$ cat src/rtl/gpu_sched_pkg.sv
// Shared types and constants for the SIMT block scheduler.
// Optional perf counters are enabled by defining SIMT_SCHED_PERF_EN.
package gpu_sched_pkg;

  typedef enum logic [2:0] {
    S_IDLE    = 3'd0,
    S_FETCH   = 3'd1,
    S_DECODE  = 3'd2,
    S_REQUEST = 3'd3,
    S_WAIT    = 3'd4,
    S_EXECUTE = 3'd5,
    S_UPDATE  = 3'd6,
    S_DONE    = 3'd7
  } core_state_t;

  localparam logic [2:0] FETCHER_FETCHED = 3'b010;
  localparam logic [1:0] LSU_REQUESTING  = 2'd1;
  localparam logic [1:0] LSU_WAITING     = 2'd2;

  function automatic logic lsu_busy(input logic [1:0] s);
    return (s == LSU_REQUESTING) || (s == LSU_WAITING);
  endfunction

endpackage

$ cat src/rtl/pc_min_select.sv
// Minimum live-thread PC via a log-depth reduction tree,
// plus the mask of threads sitting at that PC.
module pc_min_select #(
  parameter int T  = 4,
  parameter int PA = 8
) (
  input  logic [T-1:0]         live,
  input  logic [T-1:0][PA-1:0] thread_pc,
  output logic [PA-1:0]        current_pc,
  output logic [T-1:0]         active_mask
);

  localparam int L = $clog2(T);
  localparam int P = 1 << L;

  for (genvar l = 0; l <= L; l++) begin : g_lvl
    localparam int N = P >> l;
    logic [PA-1:0] pc  [N];
    logic          vld [N];
    for (genvar k = 0; k < N; k++) begin : g_node
      if (l == 0) begin : g_leaf
        if (k < T) begin : g_thr
          assign pc[k]  = thread_pc[k];
          assign vld[k] = live[k];
        end else begin : g_pad
          assign pc[k]  = '0;
          assign vld[k] = 1'b0;
        end
      end else begin : g_cmp
        logic [PA-1:0] a, b;
        logic          va, vb, pick_a;
        assign a      = g_lvl[l-1].pc[2*k];
        assign b      = g_lvl[l-1].pc[2*k+1];
        assign va     = g_lvl[l-1].vld[2*k];
        assign vb     = g_lvl[l-1].vld[2*k+1];
        assign pick_a = va && (!vb || a <= b);
        assign pc[k]  = pick_a ? a : b;
        assign vld[k] = va | vb;
      end
    end
  end

  assign current_pc = g_lvl[L].vld[0] ? g_lvl[L].pc[0] : '0;

  for (genvar i = 0; i < T; i++) begin : g_mask
    assign active_mask[i] = live[i] && (thread_pc[i] == current_pc);
  end

endmodule

$ cat src/rtl/simt_scheduler.sv
// Per-block SIMT sequencer: min-PC issue with automatic reconvergence.
// Define SIMT_SCHED_PERF_EN to build the saturating perf counters.
module simt_scheduler
  import gpu_sched_pkg::*;
#(
  parameter int THREADS_PER_BLOCK  = 4,
  parameter int PROG_MEM_ADDR_BITS = 8,
  parameter int PERF_CNT_BITS      = 32
) (
  input  logic                 clk,
  input  logic                 reset,
  input  logic                 start,
  input  logic [$clog2(THREADS_PER_BLOCK):0] thread_count,
  input  logic [2:0]           fetcher_state,
  input  logic [THREADS_PER_BLOCK-1:0][1:0] lsu_state,
  input  logic                 dec_ret,
  input  logic [THREADS_PER_BLOCK-1:0][PROG_MEM_ADDR_BITS-1:0] next_pc,
  output logic [2:0]           core_state,
  output logic [PROG_MEM_ADDR_BITS-1:0] current_pc,
  output logic [THREADS_PER_BLOCK-1:0] active_mask,
  output logic                 complete,
  output logic [PERF_CNT_BITS-1:0] perf_cycles,
  output logic [PERF_CNT_BITS-1:0] perf_instrs
);

  localparam int T  = THREADS_PER_BLOCK;
  localparam int PA = PROG_MEM_ADDR_BITS;
  localparam int CW = $clog2(T) + 1;

  core_state_t state_q, state_d;
  logic [T-1:0]         live_q;
  logic [T-1:0][PA-1:0] pc_q;
  logic [CW-1:0]        n_eff;
  logic [T-1:0]         live_init;
  logic [T-1:0]         ret_mask;
  logic                 mem_busy;
  logic                 last_ret;
  logic                 launch;

  pc_min_select #(.T(T), .PA(PA)) u_min (
    .live        (live_q),
    .thread_pc   (pc_q),
    .current_pc  (current_pc),
    .active_mask (active_mask)
  );

  assign n_eff = (thread_count > CW'(T)) ? CW'(T) : thread_count;
  assign launch = (state_q == S_IDLE) && start;
  assign ret_mask = active_mask & {T{dec_ret}};
  assign last_ret = ((live_q & ~ret_mask) == '0);

  always_comb begin
    live_init = '0;
    mem_busy  = 1'b0;
    for (int i = 0; i < T; i++) begin
      live_init[i] = (i < int'(n_eff));
      if (active_mask[i] && lsu_busy(lsu_state[i]))
        mem_busy = 1'b1;
    end
  end

  always_ff @(posedge clk or negedge reset) begin
    if (!reset) state_q <= S_IDLE;
    else        state_q <= state_d;
  end

  always_comb begin
    state_d = state_q;
    unique case (state_q)
      S_IDLE:
        if (start)
          state_d = (n_eff == '0) ? S_DONE : S_FETCH;
      S_FETCH:
        if (fetcher_state == FETCHER_FETCHED)
          state_d = S_DECODE;
      S_DECODE:  state_d = S_REQUEST;
      S_REQUEST: state_d = S_WAIT;
      S_WAIT:
        if (!mem_busy) state_d = S_EXECUTE;
      S_EXECUTE: state_d = S_UPDATE;
      S_UPDATE:
        state_d = last_ret ? S_DONE : S_FETCH;
      S_DONE:
        if (!start) state_d = S_IDLE;
      default:   state_d = S_IDLE;
    endcase
  end

  // Only threads at the issue PC retire or advance; others wait.
  always_ff @(posedge clk or negedge reset) begin
    if (!reset) begin
      live_q <= '0;
      pc_q   <= '0;
    end else if (launch) begin
      live_q <= live_init;
      pc_q   <= '0;
    end else if (state_q == S_UPDATE) begin
      for (int i = 0; i < T; i++) begin
        if (active_mask[i]) begin
          if (dec_ret) live_q[i] <= 1'b0;
          else         pc_q[i]   <= next_pc[i];
        end
      end
    end
  end

  assign core_state = state_q;
  assign complete   = (state_q == S_DONE);

`ifdef SIMT_SCHED_PERF_EN
  logic [PERF_CNT_BITS-1:0] cyc_q, ins_q;
  logic run_cycle;

  assign run_cycle = (state_q != S_IDLE) && (state_q != S_DONE);

  always_ff @(posedge clk or negedge reset) begin
    if (!reset) begin
      cyc_q <= '0;
      ins_q <= '0;
    end else if (launch) begin
      cyc_q <= '0;
      ins_q <= '0;
    end else begin
      if (run_cycle && cyc_q != '1)
        cyc_q <= cyc_q + 1'b1;
      if (state_q == S_DECODE && ins_q != '1)
        ins_q <= ins_q + 1'b1;
    end
  end

  assign perf_cycles = cyc_q;
  assign perf_instrs = ins_q;
`else
  assign perf_cycles = '0;
  assign perf_instrs = '0;
`endif

endmodule
$ cat config.mk
export PLATFORM = sky130hd
export DESIGN_NAME = simt_scheduler
export DESIGN_NICKNAME = d
export VERILOG_FILES = /design/src/rtl/gpu_sched_pkg.sv /design/src/rtl/pc_min_select.sv /design/src/rtl/simt_scheduler.sv
export SDC_FILE = /design/constraint.sdc
export NUM_CORES = 1
export LEC_CHECK = 0
export ABC_AREA = 1
export ABC_CLOCK_PERIOD_IN_PS = 6200
export BUFFER_PORTS_ARGS = -buffer_cell sky130_fd_sc_hd__buf_2
export CORE_AREA = 8 8 96 98
export DETAILED_ROUTE_END_ITERATION = 12
export DIE_AREA = 0 0 104 106
export HOLD_SLACK_MARGIN = 0.12
export PLACE_DENSITY = 0.95
export SETUP_SLACK_MARGIN = 0.4
export SYNTH_ARGS = -nofsm -noshare
export SYNTH_HDL_FRONTEND = slang
export SYNTH_SLANG_ARGS = --single-unit
$ cat constraint.sdc
create_clock -name clk -period 6.2 [get_ports clk]
set_input_delay 0.93 -clock clk [delete_from_list [all_inputs] [get_ports clk]]
set_output_delay 0.93 -clock clk [all_outputs]
set_load 0.1 [all_outputs]
## After elaboration in Yosys (flattened, before gate mapping)

Cells that the tools add are included.

| operators by class | value |
|---|---|
| $lt $le $gt $ge | 8 |
| equal/unequal tests | 25 |
| muxes and demuxes | 33 |
| bitwise operators | 6 |
| reductions and logical operators | 40 |

Operators by type and width:

| cell | number |
|---|---|
| two-way mux 8 bit | 12 |
| two-way mux 32 bit | 2 |
| == test 8 bit | 4 |
| less-or-equal comparator 8 bit | 3 |
| one-hot mux 3 bit (8 select lines) | 1 |
| AND reduction 3 bit | 8 |
| two-way mux 3 bit | 7 |
| == test 3 bit (second input constant) | 4 |
| logical AND 1 bit | 12 |
| nonzero test 2 bit | 6 |
| == test 3 x 2 -> 1 bit (second input constant) | 3 |
| two-way mux 1 bit | 9 |
| bitwise AND 4 bit | 2 |
| == test 2 x 1 -> 1 bit (second input constant) | 4 |
| == test 2 bit (second input constant) | 4 |
| two-way mux 4 bit | 2 |
| inequality test 2 bit (second input constant) | 4 |
| logical OR 1 bit | 7 |
| zero test 3 bit | 2 |
| less-than comparator 1 x 3 -> 1 bit (first input constant) | 2 |
| less-than comparator 2 x 3 -> 1 bit (first input constant) | 2 |
| zero test 4 bit | 1 |
| inverter 4 bit | 1 |
| AND reduction 4 bit | 1 |
| 5 further kinds | 9 |

| storage, ports and cells | value |
|---|---|
| flip-flop bits (word level) | 39 |
| bits of input ports | 50 |
| output and inout port bits | 80 |
| logic and storage cells | 121 |

## Logic depth before layout (Yosys ltp)

Gate-level depths: netlist (run 1).

| logic depth | value |
|---|---|
| depth in word-level cells | 18 |
| mapped depth | 37 |
| mapped depth without buffers | 37 |

## Modules after synthesis

From an unflattened synthesis (run 1), not the netlist that was laid out.

| unflattened totals | value |
|---|---|
| cells, all modules | 670 |
| area total of the unflattened synthesis | 4429.2 µm² |

Modules (own cells, without submodules):

| module | times used | cells each | area an instance (µm²) | sequential area each (µm²) |
|---|---|---|---|---|
| simt_scheduler | 1 | 310 | 2484.9 | 975.9 |
| pc_min_select | 1 | 360 | 1944.4 | 0.0 |

## Worst setup path before layout (run 1)

OpenSTA, ideal clock, no wires.

| timing | value |
|---|---|
| path kind | register to output |
| from | reg pc_q[23] (netlist bit) |
| to | out active_mask[3] |
| data arrival time | 4298 ps |
| required time | 5270 ps |
| setup slack | 972 ps |
| cell stages (with the launch flop) | 23 |
| path buffers | 0 |
| path through | dfrtp_1 ha_1 nand2_1 nor2_1 a21oi_1 nand2_2 nand2_2 nand2_1 nand2_1 inv_1 ha_1 a21o_1 nor2_1 nand2_2 a21oi_4 nand3_1 nand3_2 inv_2 nand2_1 nand2_1 nor2_1 nand2_1 nor3_2 |

| on the way | value |
|---|---|
| cells in the longest elaborated chain, start to end | 11 |

RTL lines:

| item | RTL line | RTL |
|---|---|---|
| start: declaration | simt_scheduler.sv:32 | `logic [T-1:0][PA-1:0] pc_q;` |
| start signal: indexed assignment | simt_scheduler.sv:101 | `else pc_q[i] <= next_pc[i];` |
| less-or-equal comparator 8 bit | pc_min_select.sv:36 | `assign pick_a = va && (!vb \|\| a <= b);` |
| logical OR 1 bit | pc_min_select.sv:36 |  |
| logical AND 1 bit | pc_min_select.sv:36 |  |
| two-way mux 8 bit * | pc_min_select.sv:37 | `assign pc[k] = pick_a ? a : b;` |
| less-or-equal comparator 8 bit | pc_min_select.sv:36 |  |
| logical OR 1 bit | pc_min_select.sv:36 |  |
| logical AND 1 bit | pc_min_select.sv:36 |  |
| two-way mux 8 bit * | pc_min_select.sv:37 |  |
| two-way mux 8 bit * | pc_min_select.sv:43 | `assign current_pc = g_lvl[L].vld[0] ? g_lvl[L].pc[0] : '0;` |
| net current_pc[0] | simt_scheduler.sv:19 | `output logic [PROG_MEM_ADDR_BITS-1:0] current_pc,` |
| == test 8 bit * | pc_min_select.sv:46 | `assign active_mask[i] = live[i] && (thread_pc[i] == current_pc);` |
| logical AND 1 bit * | pc_min_select.sv:46 |  |
| end: declaration | simt_scheduler.sv:20 | `output logic [THREADS_PER_BLOCK-1:0] active_mask,` |

The timed path passes the listed nets; every way through them passes the cells marked *.

## Worst setup path after layout (run 1)

| timing | value |
|---|---|
| from | reg pc_q[31] (netlist bit) |
| to | out active_mask[3] |

| on the way | value |
|---|---|
| cells in the longest elaborated chain, start to end | 11 |

RTL lines:

| item | RTL line |
|---|---|
| less-or-equal comparator 8 bit | pc_min_select.sv:36 |
| logical OR 1 bit | pc_min_select.sv:36 |
| logical AND 1 bit | pc_min_select.sv:36 |
| two-way mux 8 bit | pc_min_select.sv:37 |
| less-or-equal comparator 8 bit | pc_min_select.sv:36 |
| logical OR 1 bit | pc_min_select.sv:36 |
| logical AND 1 bit | pc_min_select.sv:36 |
| two-way mux 8 bit | pc_min_select.sv:37 |
| two-way mux 8 bit | pc_min_select.sv:43 |
| == test 8 bit * | pc_min_select.sv:46 |
| logical AND 1 bit * | pc_min_select.sv:46 |

Mark *: on every way between the ends. The rest lies on a longest branch, timed or not.

==> results of run 1 <==
-- through the flow --
stage,util (%),std cells
final,57.59,801
after global routing,57.59,801
after CTS,57.56,801
after detailed placement,56.52,793
after global placement,56.52,793
after floorplan,-,699
-- synth_stat cells, types with 3 or more instances --
master    count  area [sq um]
nor2_2        6         37.54
buf_4        64         480.5
o21ai_0      34         170.2
buf_6         4         45.04
xor2_1        6         52.55
o21ai_1       6         30.03
nand2_1     164         615.6
and2_1        3         18.77
inv_1        70         262.8
ha_1         24         300.3
nand2_2       7         43.79
clkbuf_1      6         22.52
dfrtp_1      39         975.9
nand3_1      68         340.3
inv_2         4         15.01
nand3_2      16         160.2
nand2_4       3         33.78
a21o_1        3         22.52
buf_2         3         15.01
nor2_8        4         80.08
nand4_1      23         143.9
nor2_1       43         161.4
a21oi_1      18         90.09
-- cell type report --
cell class	count	area, sq um	area share [%]
clock buffer	7	76.32	1.689
clock inverter	1	5.005	0.1108
inverter	75	281.5	6.231
multi-input combinational	508	2713	60.04
sequential	39	975.9	21.60
tap	105	131.4	2.908
timing repair buffer	66	335.3	7.422
-- state kept, by name, summed over array words and instances, names as in the netlist --
signal,count
core_state,3
live_q,4
pc_q,32
-- final timing paths --
kind / from / end / cells after the start / slack (ns)
worst max-delay path: pc_q[31]$_DFFE_PN0P_ / active_mask[3] / 25 / 0.79
worst min-delay path: core_state[0]$_DFFE_PN0P_ / core_state[0]$_DFFE_PN0P_ / 1 / 0.60
worst max register to register: pc_q[31]$_DFFE_PN0P_ / core_state[2]$_DFFE_PN0P_ / 29 / 1.81
worst min register to register: core_state[0]$_DFFE_PN0P_ / core_state[0]$_DFFE_PN0P_ / 1 / 0.60
max in group asynchronous: reset / pc_q[17]$_DFFE_PN0P_ / 1 / 4.90
min in group asynchronous: reset / pc_q[1]$_DFFE_PN0P_ / 1 / 0.74
-- worst reg2reg max path, delay by kind of cell, from the launching register on --
kind / cells / cell delay [ns]
AND/OR/NAND/NOR: 22 / 2.51
AO/OA/AOI/OAI: 4 / 0.68
adder cells (fa/ha/maj): 2 / 0.59
flip-flops: 1 / 0.40
buffers and inverters: 1 / 0.10
-- cells by family (layout without fill, tap and decap cells) --
group	Yosys count	in the layout
and+or+nand+nor	347	347
xor gates and xnor gates	7	7
DFF	39	39
adders and majority gates	24	24
buffers and inverters	152	149
other	1	64
AOI/OAI and AO/OA	66	66
-- what timing repair did --
action                     in CTS  in global routing
setup endpoints to repair       0                  1
hold buffers                    0                  0
resized for setup               0                  1
-- metal layers --
metal	GRT usage (%)	part of all wire (%)	up-vias
li1	-	-	2059
met3	4.295	8.1	36
met1	23.77	39	1910
met5	0	0	-
met4	10.44	3.4	0
met2	36.48	49	235
==> results.sh, run 1 <==
export IMPL_ys_seq_elements=39
export IMPL_clock_path_buffers=2
export IMPL_cp_end_kind="output port"
export IMPL_overflow=0
export IMPL_drt_pass1_iter_count=5
export IMPL_syn_to_final_growth_pct=5.154
export IMPL_antenna_found_initial=0
export IMPL_drc=0
export IMPL_layout_drive_gt1_share_pct=17.67
export IMPL_final_setup_viol_count=0
export IMPL_place_area_sq_um=4434
export IMPL_start_util_pct=54.77
export IMPL_synthAdderAreaFrac_pct=6.989
export IMPL_avgViaCountPerCell=5.293
export IMPL_cp_slowest_cell="buf_2"
export IMPL_critical_path_max_fanout=9
export IMPL_critical_path_class="flip-flop to output port"
export IMPL_layout_common_cells="nand2_1, inv_1, nand3_1, conb_1, buf_2"
export IMPL_synth_xor_area_share_pct=1.427
export IMPL_nFillCells=759
export IMPL_crit_buf_inv=2
export IMPL_synthCells=636
export IMPL_async_reset_ff_share_pct=100.0
export IMPL_cts_tree="done"
export IMPL_portBuffers=65
export IMPL_core_area_sq_um=7845
export IMPL_yosys_warnings=0
export IMPL_htreeDepth=2
export IMPL_clk_latency_ns=0.30
export IMPL_pin_count=130
export IMPL_die_h_um=106
export IMPL_synthMuxAreaShare_pct=0
export IMPL_die_width_um=104
export IMPL_post_cts_buffers=0
export IMPL_fin_crit_sh_pct=87.29
export IMPL_synth_compound_area_share_pct=8.620
export IMPL_grt_max_degree=40
export IMPL_crit_arrival_ns=4.48
export IMPL_relSlewSlack_pct=41.05
export IMPL_wl_per_cell_um=14.66
export IMPL_stdcell_area_sq_um=4518
export IMPL_gp_congestion=0.9632
export IMPL_required_ns=5.27
export IMPL_antenna_left=0
export IMPL_netlist_area_sq_um=4297
export IMPL_num_vias=4240
export IMPL_synth_simple_gate_area_share_pct=40.51
export IMPL_syn_mean_instance_area_sq_um=6.756
export IMPL_drt_iter0_markers=338
export IMPL_rsz0062_at_grt="no"
export IMPL_worst_pin_slew_ns=0.8842
export IMPL_diodes=0
export IMPL_skew_ns=0.01020
export IMPL_grt_pass1_wl_um=19330
export IMPL_maxCapViolCount=0
export IMPL_synth_edf_count=0
export IMPL_outcome="finished clean"
export IMPL_cts_buffers=5
export IMPL_slew_violations=0
export IMPL_max_freq_mhz=184.8
export IMPL_period_minus_slack_ns=5.412
export IMPL_final_common_cell="nand2_1"
export IMPL_num_rows=33
export IMPL_finalNetCount=769
export IMPL_place_ws_ns=1.179
export IMPL_ys_flop_type="dfrtp_1"
export IMPL_hold_class="flip-flop to flip-flop"
export IMPL_slowest_delay_ns=0.47
export IMPL_setup_slack_ns=0.7878
export IMPL_die_area_sq_um=11020
export IMPL_fin_setup_tns_ns=0
export IMPL_clkTransAtPathRegs_ns=0.08
export IMPL_cts_root_buf="clkbuf_8"
export IMPL_numClockSinks=39
export IMPL_grt_pass1_vias=4169
export IMPL_ys_types=37
export IMPL_post_dp_hpwl_um=9384
export IMPL_whs_ns=0.5993
export IMPL_cp_start_kind="flip-flop"
export IMPL_cp_common_cell="nand2_1"
export IMPL_hold_viol_final=0
export IMPL_track_usage_pct=20.85
export IMPL_synth_top_family_by_area="simple AND/OR/NAND/NOR gates"
export IMPL_cp_top_family="simple AND/OR/NAND/NOR gates"
export IMPL_ys_seq_area_share_pct=22.71
export IMPL_detail_route_wirelength_um=11740
Power of run 1 is not shown: default switching activity piles up to over one toggle a cycle in this logic, so the estimate is an artifact.
==> inputs of run 2 (changes only) <==
Settings changed: CORE_AREA 8 8 96 98 to 8 8 98 100, DIE_AREA 0 0 104 106 to 0 0 106 108, PLACE_DENSITY 0.95 to 0.93.
==> results.sh, run 2 (synthesis results as in run 1) <==
export IMPL_grt_max_degree=40
export IMPL_layout_drive_gt1_share_pct=17.84
export IMPL_cts_root_buf="clkbuf_8"
export IMPL_crit_buf_inv=4
export IMPL_hold_class="flip-flop to flip-flop"
export IMPL_skew_ns=0.01334
export IMPL_pin_count=130
export IMPL_period_minus_slack_ns=5.473
export IMPL_clkTransAtPathRegs_ns=0.08
export IMPL_wl_per_cell_um=14.06
export IMPL_grt_pass1_wl_um=18570
export IMPL_fin_crit_sh_pct=88.27
export IMPL_required_ns=5.27
export IMPL_crit_arrival_ns=4.54
export IMPL_busiest_layer="met2"
export IMPL_cp_top_family="simple AND/OR/NAND/NOR gates"
export IMPL_regArea_sq_um=975.9
export IMPL_portBuffers=65
export IMPL_cts_tree="done"
export IMPL_drt_iter0_markers=287
export IMPL_maxCapViolCount=0
export IMPL_multi_input_area_sq_um=2713
export IMPL_syn_to_final_growth_pct=5.766
export IMPL_cp_end_kind="output port"
export IMPL_cp_common_cell="nand2_1"
export IMPL_die_width_um=106
export IMPL_start_util_pct=53.36
export IMPL_fin_setup_tns_ns=0
export IMPL_outcome="finished clean"
export IMPL_cp_start_kind="flip-flop"
export IMPL_overflow=0
export IMPL_drc=0
export IMPL_die_area_sq_um=11450
export IMPL_core_area_sq_um=8051
export IMPL_die_h_um=108
export IMPL_avgViaCountPerCell=5.196
export IMPL_num_rows=33
export IMPL_gp_congestion=0.9741
export IMPL_nFillCells=817
export IMPL_final_setup_viol_count=0
export IMPL_grt_use_met2_pct=31.90
export IMPL_drt_pass1_iter_count=8
export IMPL_diodes=0
export IMPL_met3_usage_pct=3.510
export IMPL_ctsHoldBuffers=0
export IMPL_use_met1_pct=25.15
export IMPL_numClockSinks=39
export IMPL_num_vias=4157
export IMPL_hold_viol_final=0
export IMPL_track_usage_pct=19.41
export IMPL_grt_pass1_vias=3965
export IMPL_slew_violations=0
export IMPL_worst_pin_slew_ns=0.9417
export IMPL_antenna_found_initial=0
export IMPL_clock_path_buffers=2
export IMPL_post_dp_hpwl_um=9101
export IMPL_antenna_left=0
export IMPL_relSlewSlack_pct=36.83
export IMPL_cp_slowest_cell="buf_2"
export IMPL_detail_route_wirelength_um=11250
export IMPL_max_freq_mhz=182.7
export IMPL_largest_reg_flops=32
export IMPL_final_common_cell="nand2_1"
export IMPL_post_cts_buffers=0
export IMPL_finalNetCount=768
export IMPL_critical_path_max_fanout=9
export IMPL_rsz0062_at_grt="no"
export IMPL_regMostFlops="pc_q"
export IMPL_htreeDepth=2
export IMPL_cts_buffers=5
export IMPL_slowest_delay_ns=0.46
export IMPL_ctsResizeCount=0
export IMPL_clk_latency_ns=0.31
export IMPL_layout_common_cells="nand2_1, inv_1, nand3_1, buf_2, conb_1"
export IMPL_critical_path_class="flip-flop to output port"
## run 2: cell types whose count changed in the layout (fill, tap and decap cells not counted), sizes merged
cell	before	now
clkbuf	8	6
bufinv	0	1
## run 2: metal layers
layer / wire (um) / part of all wire, %
met5: 0 / 0
met4: 244 / 2.2
met3: 895 / 8.0
met2: 5224 / 46
met1: 4882 / 43
## run 2: final cells by class
cell class / count / area share [%]
Multi-Input combinational cell: 508 / 59.69
Sequential cell: 39 / 21.48
Timing Repair Buffer: 65 / 7.159
Inverter: 75 / 6.195
Tap cell: 105 / 2.891
Clock buffer: 6 / 1.817
Clock inverter: 2 / 0.7709
## run 2: per-stage QoR
stage	hold WS (ns)	instances	area (sq um)	util (%)	worst slack, ns
final	0.5971	800	4544	56.44	0.7274
after global routing	0.6318	800	4544	56.44	0.4338
after CTS	0.5948	800	4544	56.44	0.8065
after detailed placement	0.5806	792	4427	54.98	1.185
after global placement	0.5640	792	4427	54.98	1.233
after floorplan	0.5153	699	4533	-	0.9717
## run 2: worst paths after layout
kind                                            start                     to  slack, ns  cells past startpoint
worst max-delay path             pc_q[31]$_DFFE_PN0P_         active_mask[2]       0.73                     25
worst min register to register  live_q[3]$_DFFE_PN0P_  live_q[3]$_DFFE_PN0P_       0.60                      2
min in group asynchronous                       reset   pc_q[10]$_DFFE_PN0P_       0.75                      1
worst min-delay path            live_q[3]$_DFFE_PN0P_  live_q[3]$_DFFE_PN0P_       0.60                      2
max in group asynchronous                       reset   pc_q[13]$_DFFE_PN0P_       4.91                      1
worst max register to register   pc_q[31]$_DFFE_PN0P_    pc_q[7]$_DFFE_PN0P_       1.82                     28
## run 2: worst min-delay path: stages (launching register included)
cell,delay [ns]
dfrtp_1,0.42
o21ai_0,0.10
nand2_1,0.05
Power of run 2 is left out for the same reason.
==> inputs of run 3 (changes only) <==
Settings changed: CELL_PAD_IN_SITES_DETAIL_PLACEMENT from default to 0, CELL_PAD_IN_SITES_GLOBAL_PLACEMENT from default to 1, CORE_AREA 8 8 98 100 to 8 8 114 116, DIE_AREA 0 0 106 108 to 0 0 122 124, PLACE_DENSITY 0.93 to 0.95.
==> results.sh, run 3 (synthesis results as in run 1) <==
export IMPL_outcome="finished clean"
export IMPL_clkTransAtPathRegs_ns=0.06
export IMPL_antenna_left=0
export IMPL_grt_pass1_vias=4071
export IMPL_skew_ns=0.005484
export IMPL_ctsHoldBuffers=0
export IMPL_die_h_um=124
export IMPL_cp_start_kind="flip-flop"
export IMPL_slowest_delay_ns=0.46
export IMPL_fin_setup_tns_ns=0
export IMPL_antenna_found_initial=0
export IMPL_maxCapViolCount=0
export IMPL_whs_ns=0.6072
export IMPL_cp_common_cell="nand2_1"
export IMPL_post_dp_hpwl_um=9600
export IMPL_critical_path_max_fanout=9
export IMPL_cp_top_family="simple AND/OR/NAND/NOR gates"
export IMPL_drc=0
export IMPL_crit_arrival_ns=4.51
export IMPL_cts_buffers=5
export IMPL_critical_path_class="flip-flop to output port"
export IMPL_slew_violations=0
export IMPL_die_width_um=122
export IMPL_largest_reg_flops=32
export IMPL_cp_depth=25
export IMPL_r2r_start="pc_q[31]$_DFFE_PN0P_"
export IMPL_cts_tree="done"
export IMPL_pin_count=130
export IMPL_period_minus_slack_ns=5.439
export IMPL_layout_common_cells="nand2_1, inv_1, nand3_1, buf_2, conb_1"
export IMPL_diodes=0
export IMPL_required_ns=5.27
export IMPL_hold_viol_final=0
export IMPL_htreeDepth=2
export IMPL_nFillCells=1231
export IMPL_gp_congestion=0.8798
export IMPL_clock_path_buffers=2
export IMPL_ctsResizeCount=0
export IMPL_wl_per_cell_um=14.01
export IMPL_syn_to_final_growth_pct=7.338
export IMPL_final_setup_viol_count=0
export IMPL_core_area_sq_um=11170
export IMPL_track_usage_pct=15.94
export IMPL_crit_buf_inv=5
export IMPL_cp_slowest_cell="buf_2"
export IMPL_final_common_cell="nand2_1"
export IMPL_finalNetCount=768
export IMPL_post_cts_buffers=0
export IMPL_drt_iter0_markers=325
export IMPL_num_vias=4056
export IMPL_max_freq_mhz=183.9
export IMPL_cp_end_kind="output port"
export IMPL_regMostFlops="pc_q"
export IMPL_rsz0062_at_grt="no"
export IMPL_grt_pass1_wl_um=19650
export IMPL_die_area_sq_um=15130
export IMPL_overflow=0
export IMPL_drt_pass1_iter_count=5
export IMPL_cts_root_buf="clkbuf_16"
export IMPL_fin_crit_sh_pct=87.73
export IMPL_worst_pin_slew_ns=0.9734
export IMPL_portBuffers=65
export IMPL_avgViaCountPerCell=4.840
export IMPL_worstHoldStart="core_state[0]$_DFFE_PN0P_"
export IMPL_grt_max_degree=40
export IMPL_relSlewSlack_pct=34.71
export IMPL_start_util_pct=38.45
export IMPL_rr_worst_depth=28
export IMPL_startpoint="pc_q[31]$_DFFE_PN0P_"
export IMPL_numClockSinks=39
export IMPL_hold_class="flip-flop to flip-flop"
export IMPL_hold_path_depth=1
export IMPL_layout_drive_gt1_share_pct=17.55
export IMPL_num_rows=39
export IMPL_clk_latency_ns=0.28
export IMPL_detail_route_wirelength_um=11740
## run 3: cell types whose count changed in the layout (fill, tap and decap cells not counted)
cell | previous run | this run
clkbuf_8 | 6 | 0
clkbuf_16 | 0 | 5
clkbuf_1 | 0 | 2
bufinv_16 | 1 | 0
## run 3: final timing paths
check | to | slack (ns)
max | active_mask[0] | 0.76
min | core_state[0]$_DFFE_PN0P_ | 0.61
min reg2reg | core_state[0]$_DFFE_PN0P_ | 0.61
min in group asynchronous | pc_q[27]$_DFFE_PN0P_ | 0.77
max in group asynchronous | live_q[0]$_DFFE_PN0P_ | 4.86
max reg2reg | pc_q[7]$_DFFE_PN0P_ | 1.81
## run 3: final cells by class
| cell class | count | area, sq um | area share (%) |
|---|---|---|---|
| Tap cell | 143 | 178.9 | 3.880 |
| Inverter | 75 | 281.5 | 6.104 |
| Sequential cell | 39 | 975.9 | 21.16 |
| Multi-Input combinational cell | 508 | 2713 | 58.82 |
| Timing Repair Buffer | 65 | 325.3 | 7.054 |
| Clock buffer | 7 | 132.6 | 2.876 |
| Clock inverter | 1 | 5.005 | 0.1085 |
## run 3: metrics by stage
stage / instance area, sq um / cells / utilization (%) / setup slack [ns]
detailed placement: 4474 / 830 / 40.04 / 1.128
global placement: 4474 / 830 / 40.04 / 1.130
floorplan: 4533 / 699 / - / 0.9717
CTS: 4612 / 838 / 41.27 / 0.7959
global route: 4612 / 838 / 41.27 / 0.4408
finish: 4612 / 838 / 41.27 / 0.7608
## run 3: metal layers
layer / vias to the layer above / track usage (%) / share of wire (%) / wire length [um]
met4: 0 / 4.626 / 1.9 / 228
met5: - / 0 / 0 / 0
met3: 15 / 2.357 / 5.8 / 686
met1: 1835 / 21.66 / 47 / 5572
met2: 150 / 25.66 / 45 / 5249
li1: 2056 / - / - / -
Power of run 3 is left out for the same reason.
